## src/rtl/gas_sensor_tx.sv

```systemverilog
// gas_sensor_tx: serial frame transmitter for the gas-detector link.
// Accepts 3-bit gas levels over valid/ready and shifts each one out MSB-first
// as a 12-bit frame {3'b110, level, seq[3:0], parity, 1'b0}, followed by an
// idle-low gap.
// Optional build macro GAS_SENSOR_TX_REPEAT_EN: heartbeat mode, where the last
// level is re-sent automatically whenever the block is idle and no new level
// is offered.
module gas_sensor_tx #(
  parameter int BIT_CYCLES = 1,
  parameter int GAP_CYCLES = 2
) (
  input  logic       clk,
  input  logic       arst,
  input  logic [2:0] lvl,
  input  logic       lvl_valid,
  output logic       lvl_ready,
  output logic       dout,
  output logic       busy,
  output logic       frame_done,
  output logic [3:0] frame_cnt
);

  localparam int MAXC = (BIT_CYCLES > GAP_CYCLES) ? BIT_CYCLES : GAP_CYCLES;
  localparam int CW   = (MAXC > 1) ? $clog2(MAXC) : 1;
  localparam logic [CW-1:0] BIT_LAST = CW'(BIT_CYCLES - 1);
  localparam logic [CW-1:0] GAP_LAST = CW'(GAP_CYCLES - 1);

  typedef enum logic [1:0] {IDLE, SEND, GAP} state_t;

  state_t        state_q, state_d;
  logic [10:0]   shift_q, shift_d;      // bits still to send after the one on dout
  logic [3:0]    bit_left_q, bit_left_d;
  logic [CW-1:0] cyc_q, cyc_d;          // cycles spent in the current bit / gap
  logic          dout_q, dout_d;
  logic          done_q, done_d;
  logic [3:0]    seq_q, seq_d;          // counter value the next frame will carry
  logic [3:0]    fcnt_q, fcnt_d;        // counter value of the last started frame
`ifdef GAS_SENSOR_TX_REPEAT_EN
  logic [2:0]    lvl_q, lvl_d;          // level of the last frame, for repeats
  logic          sent_q, sent_d;        // at least one frame since reset
`endif

  logic          start;
  logic [2:0]    start_lvl;
  logic [11:0]   frame_w;

  // Assemble a full frame: header, level, sequence, even parity, stop bit.
  function automatic logic [11:0] build_frame(input logic [2:0] l, input logic [3:0] c);
    return {3'b110, l, c, ^{l, c}, 1'b0};
  endfunction

  assign lvl_ready  = (state_q == IDLE);
  assign busy       = (state_q != IDLE);
  assign dout       = dout_q;
  assign frame_done = done_q;
  assign frame_cnt  = fcnt_q;

  // Next-state and output logic for the IDLE / SEND / GAP sequencer.
  always_comb begin
    state_d    = state_q;
    shift_d    = shift_q;
    bit_left_d = bit_left_q;
    cyc_d      = cyc_q;
    dout_d     = dout_q;
    done_d     = 1'b0;
    seq_d      = seq_q;
    fcnt_d     = fcnt_q;
    start      = 1'b0;
    start_lvl  = lvl;
`ifdef GAS_SENSOR_TX_REPEAT_EN
    lvl_d      = lvl_q;
    sent_d     = sent_q;
`endif
    frame_w    = 12'd0;

    case (state_q)
      IDLE: begin
        dout_d = 1'b0;
        if (lvl_valid) begin
          start = 1'b1;
`ifdef GAS_SENSOR_TX_REPEAT_EN
        end else if (sent_q) begin
          start     = 1'b1;
          start_lvl = lvl_q;
`endif
        end
        if (start) begin
          frame_w    = build_frame(start_lvl, seq_q);
          dout_d     = frame_w[11];
          shift_d    = frame_w[10:0];
          bit_left_d = 4'd11;
          cyc_d      = '0;
          fcnt_d     = seq_q;
          seq_d      = seq_q + 4'd1;
          state_d    = SEND;
`ifdef GAS_SENSOR_TX_REPEAT_EN
          lvl_d      = start_lvl;
          sent_d     = 1'b1;
`endif
        end
      end
      SEND: begin
        if (cyc_q == BIT_LAST) begin
          cyc_d = '0;
          if (bit_left_q == 4'd0) begin
            dout_d  = 1'b0;
            done_d  = 1'b1;
            state_d = GAP;
          end else begin
            dout_d     = shift_q[10];
            shift_d    = {shift_q[9:0], 1'b0};
            bit_left_d = bit_left_q - 4'd1;
          end
        end else begin
          cyc_d = cyc_q + 1'b1;
        end
      end
      GAP: begin
        dout_d = 1'b0;
        if (cyc_q == GAP_LAST) begin
          cyc_d   = '0;
          state_d = IDLE;
        end else begin
          cyc_d = cyc_q + 1'b1;
        end
      end
      default: begin
        dout_d  = 1'b0;
        state_d = IDLE;
      end
    endcase
  end

  // Control registers; reset aborts any frame in flight.
  always_ff @(posedge clk) begin
    if (arst) begin
      state_q    <= IDLE;
      bit_left_q <= 4'd0;
      cyc_q      <= '0;
      dout_q     <= 1'b0;
      done_q     <= 1'b0;
      seq_q      <= 4'd0;
      fcnt_q     <= 4'd0;
`ifdef GAS_SENSOR_TX_REPEAT_EN
      sent_q     <= 1'b0;
`endif
    end else begin
      state_q    <= state_d;
      bit_left_q <= bit_left_d;
      cyc_q      <= cyc_d;
      dout_q     <= dout_d;
      done_q     <= done_d;
      seq_q      <= seq_d;
      fcnt_q     <= fcnt_d;
`ifdef GAS_SENSOR_TX_REPEAT_EN
      sent_q     <= sent_d;
`endif
    end
  end

  // Data registers; only observed once the control path has loaded them.
  always_ff @(posedge clk) begin
    shift_q <= shift_d;
`ifdef GAS_SENSOR_TX_REPEAT_EN
    lvl_q   <= lvl_d;
`endif
  end

endmodule

```

## config.mk

```make
export PLATFORM = sky130hd
export DESIGN_NAME = gas_sensor_tx
export DESIGN_NICKNAME = d
export VERILOG_FILES = /design/src/rtl/gas_sensor_tx.sv
export SDC_FILE = /design/constraint.sdc
export NUM_CORES = 1
export LEC_CHECK = 0
export CAP_MARGIN = 10
export CORE_MARGIN = 10
export CORE_UTILIZATION = 45
export CTS_CLUSTER_DIAMETER = 30
export DETAILED_ROUTE_END_ITERATION = 8
export PLACE_DENSITY_LB_ADDON = 0.05
export SYNTH_ARGS = -nofsm -noshare
export SYNTH_HDL_FRONTEND = slang
export SYNTH_SLANG_ARGS = --single-unit
```

## constraint.sdc

```tcl
create_clock -name clk -period 2.6 [get_ports clk]
set_input_delay 0.39 -clock clk [delete_from_list [all_inputs] [get_ports clk]]
set_output_delay 0.39 -clock clk [all_outputs]
set_load 0.01 [all_outputs]
```

# Word level (Yosys, flattened, before mapping)
# Cells that the tools add are included.
# Widths: inputs -> output; s select.
# op_classes
n_reduce_logical	11
addsub	3
eq_ne	7
bitwise	1
mux	24
# ops
op	n
$mux 11	3
$pmux 11 s2	1
$mux 4	3
$mux 1	9
$mux 2	4
$ne 2x2->1 const B	4
$pmux 4 s2	1
$reduce_and 4->1	2
$reduce_xor 7->1	1
$pmux 2 s3	1
$add 4x1->4 const B	1
$logic_not 4->1	1
$reduce_and 2->1	2
$reduce_bool 2->1	2
$sub 4x1->4 const B	1
$pmux 1 s3	1
$reduce_bool 3->1	1
$reduce_or 3->1	1
$eq 2x1->1 const B	1
$eq 2x2->1 const B	1
$logic_not 2->1	1
$ne 2x1->1 const B	1
$pmux 1 s2	1
$add 1x1->1 const B	1
$not 1->1	1
# word_totals
regBits	28
input_bits	6
wordCells	54

# Longest topological paths before layout
# Gate-level depths: netlist of the first run.
# logic_depth
word_depth	4
depth_mapped	7
depth_no_buf	5

# Least setup slack after synthesis of the first run
# Ideal clock, no wire load.
# synth_path
path_type	register to register
start	reg state_q[0]
end	reg shift_q[10] (enable)
slack_ns	0.860
arrival_ns	1.406
path_buffers	1
setup_time_ns	0.334
stages_incl_launch_ff	7
cell_sequence	dfxtp_1 inv_1 ha_1 clkbuf_1 mux2_2 nand3_1 inv_1
# synth_via
elab_chain_len	3
# synth_lines
element	line	text
start: declaration	30	state_t state_q, state_d;
start signal: assignment	148	state_q <= state_d;
$logic_not 2->1 *	n/a	
net lvl_ready	16	output logic lvl_ready,
$ne 2x1->1 (no source line) / $reduce_bool 2->1 (equally long branches)	n/a	
$reduce_and 4->1 (no source line) *	n/a	
end signal: assignment	163	shift_q <= shift_d;
end: declaration	31	logic [10:0] shift_q, shift_d;
# Mark *: on every way through the listed nets, which the timed path passes. The rest lies on a longest branch.
# A chain may end at the register's enable or synchronous reset.

# Worst setup path in the final report of the first run
# layout_path
start	reg state_q[0]
end	out busy
# layout_via
elab_chain_len	1
# layout_lines
element	line	text
$reduce_bool 2->1	53	assign busy = (state_q != IDLE);
end: declaration	18	output logic busy,
# Every way passes these cells.

==> out/qor.txt, run 1 <==
Setup crit end kind -> output pin
Flops & latches, synth -> 27
Largest net degree at the start of global routing -> 22
DRT Wirelength -> 2510 um
Hold slack -> 0.467 ns
CTS tree -> built
Hold_sp -> frame_cnt[3]$_SDFFE_PP0P_
Area contributors post-synth -> dfxtp_1 (26%), edfxtp_1 (23%), mux2_2 (6.9%)
Post-CTS setup buffers -> 0
Syn Std Cell Area -> 1310 um2
HPWL after DPL -> 1880 um
Num CTS Buffers -> 3
Post-Syn Nets -> 138
Via density per instance -> 5.51
Pwr dens -> 1020 nW/um2
R2r endpoint -> shift_q[5]$_DFFE_PP_
Die ar. -> 5460 um2
CP Max Fanout -> 9
Antenna violations before repair -> 0
Cell depth of the worst flop-to-flop path -> 6
Layout Nets -> 153
Startpoint types -> register
Post-route cell area -> 1500 um2
Area delta synth->final -> 14.6%
Total gr overflow -> 0
Htree depth -> 1
CTS Root Cell -> clkbuf_4
Worst ir drop on vdd -> 562 uV
Worst Hold Path EP -> frame_cnt[3]$_SDFFE_PP0P_
Tmin final -> 2.12 ns
Drt pass-1 iters -> 4
Fill cells -> 279
Maxcap violations -> 0
Status -> complete, no violations
Top cell type's share of synthesized area -> 26.1%
Clk slew on worst S/H paths -> 0.14 ns
Clk sink count -> 27
Worst Path Required -> 2.21 ns
Worst rel slew slack -> 64.9%
Setup TNS -> 0 ns
R2r setup slk -> 0.69 ns
Leak Pwr -> 0.580 nW
Top Ports -> 14
ANT cells -> 0
WL per Instance -> 14.8 um
Netlist cell types -> 37
FMAX -> 471 MHz
Arr. time, crit path -> 1.73 ns
Core Box Area -> 2760 um2
Reg2Reg Launch Point -> state_q[1]$_SDFFE_PP0P_
DRT iter0 DRCs -> 76
Cell taking the most area after synthesis -> dfxtp_1
Synth Area per Inst -> 10.5 um2
Routability congestion estimate -> 0.817
Hold path cells -> 2
First-pass GRT wire length -> 4170 um
Via count -> 937
Port Buffers -> 13
# DRC -> 0
Finish-stage setup viols -> 0
Vias in the first global route -> 902
Synth Warn # -> 0
Tot Pwr -> 1.53 mW
# hold bufs at CTS -> 0
Layout Skew -> 0.00828 ns
Dpl cell area -> 1470 um2
Max clock buf depth -> 2
Post-route core utilization -> 54.3%
Min-delay worst type -> register to register
Layout cells sized above 1 -> 10.1%
Starting Density -> 47.4%
Worst slew pin tran -> 0.520 ns
Critical path type -> register to output pin
Routed Antenna Nets -> 0
Final Hold Vio Count -> 0
Fin. max-slew vios -> 0
Final period util -> 81.7%
Post-Syn Instances -> 125
Post-synthesis sequential area ratio -> 49.0%
Clock Latency Late Sink -> 0.31 ns
Row count -> 19
CTS-repair resized insts -> 0
RSZ-0062 raised after global routing -> false
Gr usage total -> 9.57%
Die Wd -> 73.9 um
Die Ht -> 73.9 um
-- logic make-up after synthesis --
logic type      count (synthesis)  share of synthesized area (%)
simple gates                   42                           17.1
xor+xnor                        7                           5.75
fa+ha+maj                       7                           6.70
buf+inv                        13                           3.83
flops                          27                           49.0
compound gates                 20                           9.96
mux                             9                           7.66
-- where the power goes --
group	switching, mW	internal (mW)	leakage, nW
Combinational	0.344	0.327	0.330
Clock	0.117	0.0599	0.0150
Sequential	0.0753	0.606	0.235
-- layer usage --
| layer | up-vias | global-route usage, % | wire length (um) |
|---|---|---|---|
| li1 | 468 | - | - |
| met1 | 453 | 11.6 | 1120 |
| met2 | 12 | 15.8 | 1260 |
| met3 | 4 | 2.15 | 89 |
| met4 | 0 | 3.93 | 42 |
| met5 | - | 0 | 0 |
-- Yosys cell counts --
library cell	n
xnor2_1	4
or3b_4	1
or3_1	1
o31ai_1	1
o32ai_1	1
and3_1	1
nor2b_1	2
nor4bb_1	1
nand2_1	17
clkbuf_1	3
a211oi_1	2
buf_1	1
mux2i_1	1
a31oi_1	1
inv_1	8
nand2b_1	2
a2111oi_0	1
xor2_1	2
o21ai_0	2
nor2_1	5
a2111o_1	1
mux2_2	8
nor3_1	2
nor4_1	1
nand4bb_1	1
buf_2	1
a221oi_1	1
and2_1	3
edfxtp_1	10
nand3_1	3
or4bb_1	1
nand4b_1	1
a311oi_1	1
xnor3_1	1
dfxtp_1	17
a21oi_1	9
ha_1	7
-- state kept, by name (all words and copies together), names as in the netlist --
register    count
cyc_q           1
seq_q           4
frame_cnt       4
frame_done      1
dout            1
shift_q        10
bit_left_q      4
state_q         2
-- placed cells by master, fill, tap and decap left out, types with 3 or more instances in the layout --
cell	instances
nand2_1	17
dfxtp_1	17
clkdlybuf4s50_1	13
edfxtp_1	10
a21oi_1	9
mux2_2	8
inv_1	8
ha_1	7
nor2_1	5
xnor2_1	4
nand3_1	3
and2_1	3
clkbuf_4	3
-- cell type report --
type	instances	area (um2)	share of cell area, %
sequential	27	641	42.8
timing repair buffer	15	145	9.70
clock buffer	4	26.3	1.76
tap	31	38.8	2.59
multi-input combinational	85	616	41.1
inverter	8	30.0	2.01
-- how the worst max path moves through the flow --
stage | start | endpoint | slack [ns] | cells past startpoint
after floorplan | state_q[0]$_SDFFE_PP0P_ | shift_q[10]$_SDFFCE_PN1P_ | 0.86 | 6
after global placement | lvl_valid | shift_q[6]$_DFFE_PP_ | 0.70 | 4
after detailed placement | lvl_valid | shift_q[1]$_SDFFCE_PP0P_ | 0.65 | 4
after CTS | state_q[0]$_SDFFE_PP0P_ | busy | 0.45 | 4
after global routing | state_q[0]$_SDFFE_PP0P_ | busy | 0.37 | 4
final | state_q[0]$_SDFFE_PP0P_ | busy | 0.48 | 4
-- worst max-delay path, stage by stage, from the launching register on --
cell             delay, ns
dfxtp_1               0.42
inv_1                 0.08
ha_1                  0.31
inv_1                 0.08
clkdlybuf4s50_1       0.53
-- stage by stage --
stage / std cells / setup slack [ns]
final: 170 / 0.475
after detailed placement: 166 / 0.652
after global placement: 166 / 0.696
after floorplan: 125 / 0.860
after CTS: 170 / 0.447
after global routing: 170 / 0.367
Note: power is estimated with default switching activity, not from simulation.
==> inputs of run 2 (changes only) <==
clock period = 1.9 ns   (was 2.6 ns; I/O delays follow)
==> out/qor.txt, run 2 (synthesized netlist as in run 1, its figures left out) <==
CTS tree -> built
Fill cells -> 250
Top Ports -> 14
Post-CTS setup buffers -> 0
Post-route core utilization -> 56.5%
Routability congestion estimate -> 0.818
CP Max Fanout -> 10
Htree depth -> 1
Setup TNS -> 0 ns
Clk slew on worst S/H paths -> 0.16 ns
Worst slew pin tran -> 0.438 ns
Total gr overflow -> 0
Hold slack -> 0.467 ns
Most common cell after layout, fill and taps aside -> nand2_1
Starting Density -> 47.4%
Maxcap violations -> 0
WL per Instance -> 14.7 um
Multi-input combinational cell area -> 628 um2
Fin. max-slew vios -> 0
Final Hold Vio Count -> 0
R2r setup slk -> 0.14 ns
Sequential cell area -> 643 um2
Register name with the most flops -> shift_q
Crit-path cells -> inv_2, ha_1, or4bb_1, nand3_1, inv_1, buf_4
CTS Root Cell -> clkbuf_4
Sw frac -> 35.0%
R2r endpoint -> shift_q[7]$_DFFE_PP_
Leak Pwr -> 0.623 nW
Tot Pwr -> 2.19 mW
Area delta synth->final -> 19.3%
Internal power -> 1.43 mW
Largest net degree at the start of global routing -> 17
Pwr dens -> 1410 nW/um2
Via count -> 940
Routed Antenna Nets -> 0
First-pass GRT wire length -> 4300 um
Slowest-stage cell, CP -> or4bb_1
Cell depth of the worst flop-to-flop path -> 6
Clock Latency Late Sink -> 0.33 ns
Arr. time, crit path -> 1.87 ns
ANT cells -> 0
DRT iter0 DRCs -> 85
Setup crit end kind -> register
Worst ir drop on vdd -> 811 uV
Gr usage total -> 9.94%
Final period util -> 92.7%
Worst path top cell family by delay -> simple AND/OR/NAND/NOR gates
Finish-stage setup viols -> 0
Die Ht -> 73.9 um
Max clock buf depth -> 2
CP Buf/Inv Count -> 3
Hold_sp -> frame_cnt[1]$_SDFFE_PP0P_
Clk sink count -> 27
Num CTS Buffers -> 3
Die ar. -> 5460 um2
Core Box Area -> 2760 um2
Layout Skew -> 0.00988 ns
P_sw -> 0.767 mW
Commonest non-fill, non-tap cells in the layout -> nand2_1 (17), dfxtp_1 (15), clkdlybuf4s50_1 (11)
Worst setup margin -> 0.139 ns
Critical path type -> register to register
Row count -> 19
Combinational power share -> 45.5%
Reg2Reg Launch Point -> state_q[1]$_SDFFE_PP0P_
Layout cells sized above 1 -> 16.7%
Startpoint types -> register
Sequential Power Share -> 42.6%
RSZ-0062 raised after global routing -> false
Drt pass-1 iters -> 5
Min-delay worst type -> register to register
Vias in the first global route -> 942
Max reg flops -> 10
HPWL after DPL -> 1910 um
Port Buffers -> 13
Status -> complete, no violations
Clk pwr share -> 11.9%
Worst rel slew slack -> 70.0%
Antenna violations before repair -> 0
Layout Nets -> 158
Hold path cells -> 2
Worst Hold Path EP -> frame_cnt[1]$_SDFFE_PP0P_
Place WS -> 0.165 ns
FMAX -> 568 MHz
Worst Path Required -> 2.01 ns
# DRC -> 0
CP peak stage delay -> 0.54 ns
Tmin final -> 1.76 ns
Die Wd -> 73.9 um
DRT Wirelength -> 2570 um
Via density per instance -> 5.37
[run 2: changes by cell type in the layout (fill, tap and decap cells not counted), moves of 2 or more]
| cell | before | now |
|---|---|---|
| dfxtp_1 | 17 | 15 |
| clkdlybuf4s50_1 | 13 | 11 |
| buf_4 | 2 | 7 |
| dfxtp_2 | 0 | 2 |
| dlymetal6s2s_1 | 0 | 2 |
[run 2: metal layers]
layer / GRT usage, % / wire length [um] / vias to the layer above
met5: 0 / 0 / -
met4: 2.90 / 30 / 0
met3: 2.96 / 104 / 4
met2: 17.3 / 1300 / 23
met1: 11.3 / 1130 / 436
li1: - / - / 477
[run 2: final cells by class]
| class | count | share of cell area, % |
|---|---|---|
| Sequential cell | 27 | 41.3 |
| Multi-Input combinational cell | 85 | 40.3 |
| Timing Repair Buffer | 20 | 12.0 |
| Tap cell | 31 | 2.49 |
| Inverter | 8 | 1.93 |
| Clock buffer | 3 | 1.45 |
| Clock inverter | 1 | 0.482 |
[run 2: timing repair]
| action | in CTS | in global routing |
|---|---|---|
| gates resized for setup | 4 | 3 |
| setup endpoints to repair | 2 | 2 |
| pin swaps | 0 | 1 |
| hold buffers | 0 | 0 |
[run 2: worst max path at each step]
stage | startpoint | to | slack [ns] | cells past startpoint
after floorplan | state_q[0]$_SDFFE_PP0P_ | shift_q[10]$_SDFFCE_PN1P_ | 0.16 | 6
after global placement | state_q[0]$_SDFFE_PP0P_ | bit_left_q[2]$_SDFFE_PP0P_ | 0.15 | 5
after detailed placement | state_q[1]$_SDFFE_PP0P_ | shift_q[6]$_DFFE_PP_ | 0.17 | 6
after CTS | state_q[0]$_SDFFE_PP0P_ | busy | 0.01 | 4
after global routing | state_q[1]$_SDFFE_PP0P_ | shift_q[8]$_DFFE_PP_ | 0.07 | 6
final | state_q[1]$_SDFFE_PP0P_ | shift_q[7]$_DFFE_PP_ | 0.14 | 6
[run 2: power groups by stage]
stage	sequential, mW	combinational, mW	clock, mW
global placement	0.936	0.974	0
global route	0.957	1.13	0.295
detailed placement	0.945	0.974	0
finish	0.934	0.999	0.261
CTS	0.933	1.01	0.276
floorplan	0.920	0.674	0
[run 2: metrics by stage]
stage	area, um2	instances
final	1560	175
after global routing	1560	175
after CTS	1550	175
after detailed placement	1510	171
after global placement	1510	171
after floorplan	1310	125
[run 2: tightest hold or removal path, stage by stage, from the launching register on]
cell and delay, ns:
dfxtp_1 0.34, nand2_1 0.05, a21oi_1 0.05
==> inputs of run 3 (changes only) <==
CORE_UTILIZATION = 49   (was 45)
==> out/qor.txt, run 3 (synthesized netlist as in run 1, its figures left out) <==
Antenna violations before repair -> 0
Most used routing layer -> met2
Setup crit end kind -> register
Core Box Area -> 2500 um2
# hold bufs at CTS -> 0
Sequential cell area -> 643 um2
ANT cells -> 0
Maxcap violations -> 0
FMAX -> 541 MHz
Final period util -> 97.3%
Via count -> 944
Cell depth of the worst flop-to-flop path -> 6
CTS Root Cell -> clkbuf_4
Row count -> 18
Status -> complete, no violations
Met2 usage -> 18.6%
Final Hold Vio Count -> 0
Register name with the most flops -> shift_q
CP Max Fanout -> 10
Most common cell after layout, fill and taps aside -> nand2_1
Worst ir drop on vdd -> 854 uV
Htree depth -> 1
CTS tree -> built
Routability congestion estimate -> 0.848
R2r endpoint -> shift_q[4]$_DFFE_PP_
Gr usage total -> 9.84%
# DRC -> 0
Worst setup margin -> 0.0510 ns
Commonest non-fill, non-tap cells in the layout -> nand2_1 (17), dfxtp_1 (15), clkdlybuf4s50_1 (11)
Die ar. -> 5130 um2
Starting Density -> 52.3%
Arr. time, crit path -> 1.95 ns
Worst rel slew slack -> 72.8%
Worst Path Required -> 2.01 ns
WL per Instance -> 14.9 um
Die Ht -> 71.6 um
Clock Latency Late Sink -> 0.32 ns
Max clock buf depth -> 2
Fin. max-slew vios -> 0
Critical path type -> register to register
First-pass GRT wire length -> 4280 um
Largest net degree at the start of global routing -> 22
Finish-stage setup viols -> 0
Routed Antenna Nets -> 0
Worst Hold Path EP -> frame_cnt[3]$_SDFFE_PP0P_
Total gr overflow -> 0
Layout Skew -> 0.00144 ns
Max reg flops -> 10
Vias in the first global route -> 954
RSZ-0062 raised after global routing -> false
Via density per instance -> 5.46
Clk sink count -> 27
Top Ports -> 14
Die Wd -> 71.6 um
Met1 GRT Util -> 11.1%
Layout cells sized above 1 -> 14.7%
Num CTS Buffers -> 3
Pwr dens -> 1420 nW/um2
Leak Pwr -> 0.624 nW
Met3 GRT Util -> 1.79%
Reg2Reg Launch Point -> state_q[1]$_SDFFE_PP0P_
Place WS -> 0.131 ns
Hold path cells -> 2
Startpoint types -> register
Port Buffers -> 13
DRT Wirelength -> 2580 um
Worst slew pin tran -> 0.398 ns
Area delta synth->final -> 19.3%
R2r setup slk -> 0.05 ns
DRT iter0 DRCs -> 42
Layout Nets -> 157
Min-delay worst type -> register to register
Fill cells -> 212
Drt pass-1 iters -> 4
HPWL after DPL -> 1870 um
Multi-input combinational cell area -> 628 um2
Tmin final -> 1.85 ns
Setup TNS -> 0 ns
Hold_sp -> frame_cnt[3]$_SDFFE_PP0P_
Clk slew on worst S/H paths -> 0.14 ns
## run 3: cell count changes in the layout (fill, tap and decap cells not counted)
| cell | before | now |
|---|---|---|
| clkbuf_1 | 0 | 1 |
| inv_1 | 7 | 8 |
| inv_2 | 1 | 0 |
| clkinvlp_4 | 1 | 0 |
| buf_12 | 0 | 1 |
| buf_4 | 7 | 5 |
## run 3: layout make-up
class	instances	area share, %
sequential	27	41.3
multi-input combinational	85	40.3
timing repair buffer	19	12.4
tap	30	2.41
inverter	8	1.93
clock buffer	4	1.69
## run 3: how the worst max path moves through the flow
stage / startpoint / to / slack, ns / cells past startpoint
3_5_place_dp: state_q[0]$_SDFFE_PP0P_ / shift_q[7]$_DFFE_PP_ / 0.13 / 6
5_1_grt: state_q[1]$_SDFFE_PP0P_ / shift_q[5]$_DFFE_PP_ / 0.009 / 6
2_1_floorplan: state_q[0]$_SDFFE_PP0P_ / shift_q[10]$_SDFFCE_PN1P_ / 0.16 / 6
4_1_cts: state_q[0]$_SDFFE_PP0P_ / busy / 0.02 / 4
6_report: state_q[1]$_SDFFE_PP0P_ / shift_q[4]$_DFFE_PP_ / 0.05 / 6
3_3_place_gp: lvl_valid / bit_left_q[1]$_SDFFE_PP0P_ / 0.14 / 5
## run 3: repair_timing
| action | CTS | global route |
|---|---|---|
| endpoints found under the hold margin | 0 | 0 |
| gates resized for setup | 4 | 2 |
| setup buffers | 0 | 1 |
| endpoints found under the setup margin | 2 | 2 |
## run 3: worst max-delay path, stage by stage (launching register included)
cell,delay (ns)
dfxtp_2,0.36
inv_1,0.13
ha_1,0.21
or4bb_1,0.57
nand3_1,0.14
inv_1,0.08
buf_12,0.14
## run 3: where the power goes
part | switching, mW | leakage [nW] | internal (mW)
registers | 0.0983 | 0.235 | 0.831
logic | 0.495 | 0.373 | 0.538
clock network | 0.165 | 0.0150 | 0.0820
total | 0.758 | 0.624 | 1.45
## run 3: routing by layer
metal | vias to the layer above | part of all wire [%]
li1 | 483 | -
met1 | 444 | 45
met2 | 13 | 52
met3 | 4 | 1.8
met4 | 0 | 0.81
met5 | - | 0
## run 3: through the flow
stage / area, um2 / power [mW] / std cells / hold WS, ns / util (%)
2_1_floorplan: 1310 / 1.59 / 125 / 0.358 / -
3_3_place_gp: 1500 / 1.92 / 168 / 0.447 / 60.2
3_5_place_dp: 1500 / 1.93 / 168 / 0.453 / 60.2
4_1_cts: 1550 / 2.22 / 172 / 0.471 / 61.8
5_1_grt: 1560 / 2.37 / 173 / 0.508 / 62.3
6_report: 1560 / 2.21 / 173 / 0.470 / 62.3
==> variant (settings of run 2) <==
Put one more register stage on the output `frame_cnt`, with the module's reset. The value now appears one clock later. The other outputs are not delayed to match.
--- a/src/rtl/gas_sensor_tx.sv
+++ b/src/rtl/gas_sensor_tx.sv
@@ -53,7 +53,13 @@
   assign busy       = (state_q != IDLE);
   assign dout       = dout_q;
   assign frame_done = done_q;
-  assign frame_cnt  = fcnt_q;
+  always_ff @(posedge clk) begin
+    if (arst) begin
+      frame_cnt <= '0;
+    end else begin
+      frame_cnt <= fcnt_q;
+    end
+  end
 
   // Next-state and output logic for the IDLE / SEND / GAP sequencer.
   always_comb begin
Check against the original RTL: same outputs for any inputs over 10 cycles, from zero or initial values and one cycle with arst high; that may be too few to reach the edited logic, so the function may still have changed.
==> variant against run 2 <==
- area after synthesis is 8.1% higher
- sequential share of layout area increased by 0.75 points
- worst setup slack worse by 0.0099 ns
- worst hold slack got worse by 0.013 ns
- clock skew rose by 0.0030 ns
- sequential cell count up 4
- critical path depth is 1 higher
- total power rose by 21%
- cell area up 10%
- combinational power up 15%
- critical path type unchanged
- routed wire length shrank 4.6%
==> variant: results (changes against run 2) <==
outcome - completed (unchanged)
initial drt markers - 80 (was 85)
Max IR drop VDD - 606 µV (was 811 µV)
Max Used Layer - met4 (unchanged)
met2 usage - 14.8% (was 17.3%)
H-tree depth - 2 (was 1)
Clk Latency, worst-skew pair - 0.33 ns (about the same)
layout cells sized above 1 - 21.1% (was 16.7%)
IO buf count - 13 (unchanged)
yosys warns - 0 (unchanged)
met2 WL - 1.24 mm (was 1.30 mm)
number of CTS-inserted buffers - 5 (was 3)
critical path fanouts, max - 14 (was 10)
sequential area share after synthesis - 51.0% (was 49.0%)
clock-pin slew on the worst setup and hold paths - 0.10 ns (was 0.16 ns)
Async S/R FF share, synth - 0% (unchanged)
largest net degree at the start of global routing - 16 (was 17)
Pleak - 0.000650 µW (was 0.000623 µW)
DRT Pass-1 Iters - 4 (was 5)
vias in the first global route - 981 (was 942)
Worst Reg-to-Reg Cells - 7 (was 6)
Final HPWL DP - 1.76 mm (was 1.91 mm)
M1 wire length - 1.08 mm (was 1.13 mm)
Tightest Hold Check Type - flop to flop (unchanged)
syn_nets - 142 (was 138)
Rel. slew slack - 75.1% (was 70.0%)
Most flops, register - shift_q (unchanged)
first-pass GRT wire length - 4.34 mm (was 4.30 mm)
vias per cell - 4.90 (was 5.37)
routed len/inst - 12.5 µm (was 14.7 µm)
Synth Flop Type - dfxtp_1 (unchanged)
post-route setup slack - 0.129 ns (was 0.139 ns)
Placement Setup Slack - 0.0554 ns (was 0.165 ns)
dpl cell area - 1640 µm² (was 1510 µm²)
NumNets Final - 164 (was 158)
Max Clock Skew - 0.0129 ns (was 0.00988 ns)
met1 GRT Util - 10.1% (was 11.3%)
ranking of synthesized cells by area - dfxtp_1, edfxtp_1, ha_1 (was dfxtp_1, edfxtp_1, mux2_2)
reg2reg end - bit_left_q[0] (was shift_q[7])
post-synth cell types - 37 (unchanged)
CP arrival - 2.02 ns (was 1.87 ns)
max reg flops - 10 (unchanged)
HP Start - fcnt_q[2] (was frame_cnt[1])
CP endpoint kind - flop (unchanged)
Commonest cells post-synth - dfxtp_1, nand2_1, edfxtp_1, nor2_1, a21oi_1 (was dfxtp_1, nand2_1, edfxtp_1)
gp weighted congestion - 0.834 (was 0.818)
routed length on met3 - 86 µm (was 104 µm)
ant diodes - 0 (unchanged)
gr usage total - 9.01% (was 9.94%)
Post-synth EDFFs - 10 (unchanged)
Max Root-Sink Buffers - 2 (unchanged)
met3 Use GR - 3.07% (was 2.96%)
-- variant: through the flow --
step / total power (µW) / cells
3_3_place_gp: 2210 / 188
3_5_place_dp: 2240 / 188
6_report: 2650 / 196
5_1_grt: 2870 / 196
2_1_floorplan: 1840 / 129
4_1_cts: 2690 / 196
-- variant: layout make-up --
class / instances / area [µm²]
well taps: 44 / 55.1
repair buffers: 20 / 196
inverters: 5 / 18.8
clock inverters: 1 / 7.51
clock buffers: 7 / 65.1
flip-flops and latches: 31 / 723
fillers: 268 / 1310
multi-input cells: 88 / 654
-- variant: critical path, cell delays in order, from the launching register on --
cell	delay [ns]
dfxtp_2	0.36
inv_1	0.07
ha_1	0.25
and4bb_4	0.25
nor4_4	0.33
buf_12	0.18
nor2_1	0.04
a211oi_1	0.21
-- variant: kinds of logic after synthesis --
family,synth area share [%]
and+or+nand+nor,20.7
xor gates and xnor gates,4.96
adders and majority gates,6.20
buffers and inverters,2.83
AOI/OAI and AO/OA,7.97
DFF,51.0
muxes,6.29
-- variant: worst min path at each step --
stage,depth (start not counted),end,slack (ns)
final,2,fcnt_q[2],0.45
after global placement,2,fcnt_q[1],0.44
after detailed placement,2,fcnt_q[0],0.44
after global routing,1,frame_cnt[2],0.49
after floorplan,1,dout,0.37
after CTS,2,fcnt_q[0],0.46
-- variant: repair_timing --
action | in CTS | in global routing
resized for setup | 3 | 1
setup endpoints to repair | 2 | 3
setup buffers | 0 | 0
pin swaps | 0 | 1
hold buffers | 0 | 0
-- variant: power breakdown --
group          leakage [µW]  internal, µW  switching [µW]  total [µW]
Sequential         0.000270           953             109        1060
Clock             0.0000375           216             223         439
Combinational      0.000343           592             557        1150
Total              0.000650          1760             889        2650
